## src/rtl/xilinx_fifo_pkg.sv

```systemverilog
// Shared constants and helpers for the block-RAM FIFO wrapper and its read-side adapter.
package xilinx_fifo_pkg;

    localparam int MAX_DATA_WIDTH = 32'd72;

    typedef struct packed {
        logic push;
        logic pop;
    } reader_buf_op_t;

    function automatic int read_latency(input int do_reg);
        return do_reg + 32'd1;
    endfunction

    // Room for every in-flight read plus one word being consumed and one waiting.
    function automatic int reader_buf_depth(input int do_reg);
        return do_reg + 32'd3;
    endfunction

endpackage

```

## src/rtl/xilinx_fifo_reader_buf.sv

```systemverilog
// Small circular skid buffer holding words returned by the FIFO until the stream consumer takes them.
module xilinx_fifo_reader_buf
    import xilinx_fifo_pkg::*;
#(
    parameter  int DATA_WIDTH = 32'd36,
    parameter  int DEPTH      = 32'd3,
    localparam int PTR_W      = $clog2(DEPTH),
    localparam int CNT_W      = $clog2(DEPTH + 32'd1)
) (
    input  logic                  CLK,
    input  logic                  RST,
    input  reader_buf_op_t        op,
    input  logic [DATA_WIDTH-1:0] push_data,
    output logic [CNT_W-1:0]      occ,
    output logic                  valid,
    output logic [DATA_WIDTH-1:0] rd_data
);

    logic [DATA_WIDTH-1:0] mem_q [DEPTH];
    logic [PTR_W-1:0]      wr_ptr_d, wr_ptr_q;
    logic [PTR_W-1:0]      rd_ptr_d, rd_ptr_q;
    logic [CNT_W-1:0]      occ_d, occ_q;
    logic                  do_pop_s;

    // Pointer wrap and occupancy bookkeeping.
    always_comb begin
        do_pop_s = op.pop && (occ_q != {CNT_W{1'b0}});

        if (!op.push) begin
            wr_ptr_d = wr_ptr_q;
        end else if (wr_ptr_q == PTR_W'(DEPTH - 32'd1)) begin
            wr_ptr_d = {PTR_W{1'b0}};
        end else begin
            wr_ptr_d = wr_ptr_q + PTR_W'(1'b1);
        end

        if (!do_pop_s) begin
            rd_ptr_d = rd_ptr_q;
        end else if (rd_ptr_q == PTR_W'(DEPTH - 32'd1)) begin
            rd_ptr_d = {PTR_W{1'b0}};
        end else begin
            rd_ptr_d = rd_ptr_q + PTR_W'(1'b1);
        end

        case ({op.push, do_pop_s})
            2'b10:   occ_d = occ_q + CNT_W'(1'b1);
            2'b01:   occ_d = occ_q - CNT_W'(1'b1);
            default: occ_d = occ_q;
        endcase
    end

    // Control state registers.
    always_ff @(posedge CLK) begin
        if (RST) begin
            wr_ptr_q <= {PTR_W{1'b0}};
            rd_ptr_q <= {PTR_W{1'b0}};
            occ_q    <= {CNT_W{1'b0}};
        end else begin
            wr_ptr_q <= wr_ptr_d;
            rd_ptr_q <= rd_ptr_d;
            occ_q    <= occ_d;
        end
    end

    // Storage is cleared on reset so a flushed adapter presents all-zero data.
    always_ff @(posedge CLK) begin
        if (RST) begin
            for (int i = 0; i < DEPTH; i++) begin
                mem_q[i] <= {DATA_WIDTH{1'b0}};
            end
        end else if (op.push) begin
            mem_q[wr_ptr_q] <= push_data;
        end else begin
            mem_q[wr_ptr_q] <= mem_q[wr_ptr_q];
        end
    end

    assign occ     = occ_q;
    assign valid   = (occ_q != {CNT_W{1'b0}});
    assign rd_data = mem_q[rd_ptr_q];

endmodule

```

## src/rtl/xilinx_fifo_sync_reader.sv

```systemverilog
// Read-side adapter for the synchronous block-RAM FIFO: credit-based RDEN issue, latency
// tracking tag pipeline and a skid buffer presenting a valid/ready stream.
module xilinx_fifo_sync_reader
    import xilinx_fifo_pkg::*;
#(
    parameter int DATA_WIDTH = 32'd36,
    parameter int DO_REG     = 32'd0
) (
    input  logic                  CLK,
    input  logic                  RST,
    input  logic                  FIFO_EMPTY,
    input  logic                  FIFO_RDERR,
    input  logic [DATA_WIDTH-1:0] FIFO_DO,
    output logic                  FIFO_RDEN,
    output logic                  M_VALID,
    input  logic                  M_READY,
    output logic [DATA_WIDTH-1:0] M_DATA,
    output logic                  ERR
);

    localparam int LAT       = read_latency(DO_REG);
    localparam int BUF_DEPTH = reader_buf_depth(DO_REG);
    localparam int CNT_W     = $clog2(BUF_DEPTH + 32'd1);
    localparam int SUM_W     = CNT_W + 32'd1;

    logic [LAT-1:0]   inflight_d, inflight_q;
    logic             err_d, err_q;
    logic [CNT_W-1:0] occ_s;
    logic [SUM_W-1:0] n_inflight_s;
    logic [SUM_W-1:0] credit_used_s;
    logic             rden_s;
    logic             valid_s;
    reader_buf_op_t   op_s;

    // Issue decision uses only registered credit state and EMPTY, so M_READY never reaches RDEN.
    always_comb begin
        n_inflight_s  = SUM_W'($countones(inflight_q));
        credit_used_s = SUM_W'(occ_s) + n_inflight_s;
        if (!FIFO_EMPTY && !RST && (credit_used_s < SUM_W'(BUF_DEPTH))) begin
            rden_s = 1'b1;
        end else begin
            rden_s = 1'b0;
        end

        inflight_d = LAT'({inflight_q, rden_s});
        err_d      = err_q | FIFO_RDERR;
        op_s.push  = inflight_q[LAT-1];
        op_s.pop   = valid_s & M_READY;
    end

    // Tag pipeline and sticky error flag; reset drops every outstanding tag.
    always_ff @(posedge CLK) begin
        if (RST) begin
            inflight_q <= {LAT{1'b0}};
            err_q      <= 1'b0;
        end else begin
            inflight_q <= inflight_d;
            err_q      <= err_d;
        end
    end

    xilinx_fifo_reader_buf #(
        .DATA_WIDTH (DATA_WIDTH),
        .DEPTH      (BUF_DEPTH)
    ) u_buf (
        .CLK       (CLK),
        .RST       (RST),
        .op        (op_s),
        .push_data (FIFO_DO),
        .occ       (occ_s),
        .valid     (valid_s),
        .rd_data   (M_DATA)
    );

    assign FIFO_RDEN = rden_s;
    assign M_VALID   = valid_s;
    assign ERR       = err_q;

endmodule

```

## config.mk

```make
export PLATFORM = sky130hd
export DESIGN_NAME = xilinx_fifo_sync_reader
export DESIGN_NICKNAME = d
export VERILOG_FILES = /design/src/rtl/xilinx_fifo_pkg.sv /design/src/rtl/xilinx_fifo_reader_buf.sv /design/src/rtl/xilinx_fifo_sync_reader.sv
export SDC_FILE = /design/constraint.sdc
export NUM_CORES = 1
export LEC_CHECK = 0
export ABC_AREA = 1
export CAP_MARGIN = 10
export CORE_ASPECT_RATIO = 0.5
export CORE_UTILIZATION = 55
export DETAILED_ROUTE_END_ITERATION = 12
export HOLD_SLACK_MARGIN = 0.02
export PLACE_DENSITY_LB_ADDON = 0.2
export SYNTH_ARGS = -nofsm -noshare
export SYNTH_HDL_FRONTEND = slang
export SYNTH_SLANG_ARGS = --single-unit
```

## constraint.sdc

```tcl
create_clock -name CLK -period 6.9 [get_ports CLK]
set_input_delay 0.69 -clock CLK [delete_from_list [all_inputs] [get_ports CLK]]
set_output_delay 0.69 -clock CLK [all_outputs]
set_load 0.1 [all_outputs]
```

; ---- Yosys cells after proc, flatten, opt, wreduce, memory -nomap -nowiden
; Memories as Yosys holds them, arrays and structs flattened. A register that Yosys moved wholly into a read port is not among the register bits.
; Index checks and enable logic that the tools add are counted.
; Widths: inputs -> output; s select.
[classes]
bitwise = 3
magnitude_cmp = 1
mux = 18
reduce_logical = 9
add_sub_neg = 5
n_eq_ne = 5
[op_table]
columns = operator, count
row1 = $mux 36, 2
row2 = $reduce_or 36->1, 1
row3 = $mux 1, 10
row4 = $mux 2, 5
row5 = $add 2x1->2 const B, 3
row6 = $eq 2x2->1 const B, 3
row7 = $pmux 2 s2, 1
row8 = $reduce_bool 2->1, 2
row9 = $add 2x1->3, 1
row10 = $logic_and 1x1->1, 3
row11 = $lt 3x2->1 const B, 1
row12 = $eq 2x1->1 const B, 1
row13 = $logic_not 1->1, 2
row14 = $or 1x1->1, 2
row15 = $reduce_and 2->1, 1
row16 = $sub 2x1->2 const B, 1
row17 = $and 1x1->1, 1
row18 = $ne 0x0->1, 1
[word_totals]
memories = 1
output_inout_bits = 39
regBits = 8
wordCells = 47
mem_bits_rw = 108
inputBits = 41
[mem_list]
columns = memory, depth, word_bits, rd, rd_clocked_by_memory_dff, wr, line_no
row1 = u_buf.mem_q, 3, 36, 1, 1, 3, xilinx_fifo_reader_buf.sv:19  ; logic [DATA_WIDTH-1:0] mem_q [DEPTH];

; ---- Depth between registers and ports, before layout
[depth]
depth_word = 7
ltp_mapped = 10
mapped_depth_nobuf = 10

; ---- By module
; Synthesis repeated with hierarchy kept, for this count alone.
[unflattened]
hier_cells = 569
area_unflattened_um2 = 6379.9
[modules_own_cells]
columns = mod, seq_area_each_um2, cells_each, area_each_um2, instances
row1 = xilinx_fifo_reader_buf, 4484.3, 553, 6269.8, 1
row2 = xilinx_fifo_sync_reader, 40.0, 16, 110.1, 1

; ---- Least setup slack after synthesis
; OpenSTA, ideal clock, no wires.
[synth_path]
kind = in2reg
start = input port RST
end = memory u_buf.mem_q[3][0] (netlist bit) (enable)
setup_ns = 0.520
required_time_ns = 6.380
path_buffers = 0
arrival_ns = 4.269
setup_slack_ns = 2.111
stages = 1
path_cell_list = nor4_1
[synth_rtl]
columns = item, line_no
row1 = "start, declared", xilinx_fifo_sync_reader.sv:10  ; input logic RST,
row2 = "end, declared", xilinx_fifo_reader_buf.sv:19

==> results.txt <==
----------------------------------------------------
[Finish]
  Nets@finish ... 676
  Diode count ... 0
  Fin area ... 7800 um2
  Layout cell share with drive strength beyond 1 ... 7.29%
  Area delta synth->final ... 22.3%
  Share of the core filled with cells ... 70.0%

[Critical path]
  Highest-delay cell along the critical path ... clkdlybuf4s50_1
  Critical-path cell list ... buf_4, inv_2, buf_12, o21ai_0, o22ai_1, clkdlybuf4s50_1
  Startpoint type of the worst setup path ... flip-flop
  Data required time at the worst endpoint ... 6210 ps
  Worst setup EP type ... output pin
  Slowest cell delay on critical path ... 1180 ps
  Crit path DAT ... 3390 ps
  Critical Setup Path Class ... reg -> out
  Maximum fanout count along the critical path ... 73

[STA]
  Finish-stage setup viols ... 0
  Peak Freq ... 0.245 GHz
  Smallest setup slack after layout ... 2820 ps
  Worst relative slew slack ... 31.0%
  Setup repair after global routing missed its margin ... no
  Worst Tran Pin Value ... 1030 ps
  Number of failing hold endpoints at the final stage ... 0
  Worst clock skew ... 8.47 ps
  Final-report max-slew violation count ... 0
  Post-route setup TNS ... 0 ps
  Final period util ... 59.2%
  Minimum clock period after layout ... 4080 ps

[CTS]
  CTS tree ... yes
  Clk sink count ... 154
  Maximum clock insertion buffer count ... 2
  CTS clock-pin slew for the worst setup and hold paths ... 60 ps
  PostCTS Resize Cnt ... 0
  Depth of the CTS H-tree ... 4
  Number of buffers created by CTS ... 17
  Clk Latency, worst-skew pair ... 430 ps
  Cts-stage hold buffer count ... 0
  Post-CTS Setup Inserts ... 0
  Clock root buffer ... clkbuf_16

[Outcome]
  Result of the run ... completed

[Floorplanning]
  Starting density of the core ... 57.2%
  Core Box Area ... 11100 um2
  Total number of placement rows ... 27
  Number of top-level pins ... 80
  Area of the die ... 12100 um2
  Chip Width ... 154 um
  Die boundary height ... 78.2 um

[Routing]
  Post-detailed-routing wire length ... 13.5 mm
  Vias post-DR ... 4395
  Initial drt markers ... 333
  Routed Antenna Nets ... 0
  Remaining design rule violation count ... 0
  Routed length per placed instance ... 17.1 um
  Detailed Routing Iterations Pass 1 ... 5
  Via count normalized by instance count ... 5.56

[Logic synthesis]
  Distinct cell type count of the synthesized netlist ... 24
  Total standard cell area after synthesis ... 6380 um2
  Share of the yosys chip area belonging to registers ... 70.9%
  FF+latch count, synth ... 154
  Number of cells produced by synthesis ... 562
  Yosys Warn Count ... 0
  Post-Synthesis Mean Instance Area ... 11.4 um2
  Number of nets in the synthesized netlist ... 606

[Global routing]
  GR Layer Usage met1 ... 32.4%
  Maximum number of pins on one net before global-route repair ... 74
  Met2 Track Usage GR ... 38.6%
  Antenna violations before repair ... 0
  GRT Overall Usage ... 24.0%
  Busiest grt layer ... met2
  Global-route wire length before repair ... 21.5 mm
  Global-route met3 utilization ... 4.42%
  GR Overflow Total ... 0
  Via count of the first global-routing pass ... 4275

[Power and ir drop]
  Power per cell area ... 358 nW/um2
  Internal Dissipation ... 1.77 mW
  Switching portion of total power ... 36.5%
  Sequential cell fraction of total power ... 38.5%
  Clk network pwr share ... 32.9%
  Leakage ... 3.00 nW
  Reported net switching power ... 1.02 mW
  Share of total power in combinational logic ... 28.6%
  Worst IR drop on VDD ... 0.000203 V

[Hold path]
  Path class of the lowest-slack min-delay path ... reg -> reg

[Run]
  Max-cap violations ... 0

[Placed design]
  DP HPWL ... 7.09 mm
  Post-place setup slack ... 3010 ps
  Placed inst area ... 7210 um2
  Number of buffer cells added on primary ports ... 79
  Final weighted congestion of routability-driven global placement ... 0.735

----------------------------------------------------
## state kept, by name, indices dropped and copies added (netlist names), named ones only
register        count
ERR                 1
inflight_q          1
u_buf.mem_q       144
u_buf.occ           2
u_buf.rd_ptr_q      2
u_buf.wr_ptr_q      2
## cell families (layout without fill, tap and decap cells)
family | Yosys count | in the layout | synth area share (%)
adder cells (fa/ha/maj) | 3 | 3 | 0.588
buffers and inverters | 81 | 164 | 5.96
flip-flops | 154 | 154 | 70.9
AND/OR/NAND/NOR | 208 | 208 | 12.6
AO/OA/AOI/OAI | 116 | 116 | 9.96
## through the flow
step	hold WS, ps	instances	power, mW
3_5_place_dp	451	757	1.89
5_1_grt	506	790	2.87
3_3_place_gp	462	757	1.88
6_report	472	790	2.79
4_1_cts	475	789	2.80
2_1_floorplan	488	562	1.70
## critical path: cells and delay by family, from the launching register on
family | cells | cell delay (ps)
flops | 1 | 310
buf+inv | 4 | 2320
compound gates | 2 | 320
## power by group through the flow
stage                     clock (mW)  combinational [mW]  sequential [mW]
after floorplan                    0               0.607             1.09
after global placement             0               0.789             1.09
after detailed placement           0               0.794             1.09
after CTS                      0.923               0.798             1.08
after global routing           0.957               0.832             1.08
final                          0.918               0.799             1.08
## area by class of cell
class | count | area, um2
clock buffers | 18 | 429
multi-input cells | 327 | 1500
well taps | 145 | 181
inverters | 48 | 180
flip-flops and latches | 154 | 4530
fillers | 822 | 3340
clock inverters | 14 | 148
repair buffers | 84 | 841
## cells in the final DEF (no fill, tap or decap), types with 3 or more instances in the layout
master	synthesis	routed
nor2_1	192	192
edfxtp_1	144	144
clkdlybuf4s50_1	0	79
o21ai_0	70	70
inv_1	46	46
o22ai_1	36	36
clkbuf_16	0	17
dfxtp_1	10	9
nand2_1	9	6
o21ai_1	5	5
clkinv_2	0	4
buf_4	2	4
nand3_2	1	3
nand2_2	0	3
ha_1	3	3
clkinv_4	0	3
inv_6	0	3
## per-layer routing
layer / wire, um / part of all wire, %
met1: 5990 / 44
met2: 6460 / 48
met3: 917 / 6.8
met4: 182 / 1.3
met5: 0 / 0
## synth_stat cells
cell | number | area (um2)
a21boi_0 | 2 | 15.0
a21oi_1 | 1 | 5.00
buf_1 | 1 | 3.75
buf_2 | 13 | 65.1
buf_4 | 2 | 15.0
buf_6 | 7 | 78.8
clkbuf_1 | 10 | 37.5
dfxtp_1 | 10 | 200
edfxtp_1 | 144 | 4320
ha_1 | 3 | 37.5
inv_1 | 46 | 173
inv_2 | 2 | 7.51
nand2_1 | 9 | 33.8
nand3_1 | 2 | 10.0
nand3_2 | 1 | 10.0
nand4_1 | 1 | 6.26
nor2_1 | 192 | 721
nor2_4 | 1 | 11.3
nor3_1 | 1 | 5.00
nor4_1 | 1 | 6.26
o21ai_0 | 70 | 350
o21ai_1 | 5 | 25.0
o22ai_1 | 36 | 225
o31ai_1 | 2 | 15.0
## final timing paths
path / start / end / slack [ps] / depth (start not counted)
worst max-delay path: flip-flop / M_DATA[33] / 2820 / 6
worst min-delay path: ERR / ERR / 470 / 2
worst max register to register: inflight_q / u_buf.mem_q[0][22] / 3990 / 4
worst min register to register: ERR / ERR / 470 / 2
No activity file was read; power rests on OpenSTA's default activity.
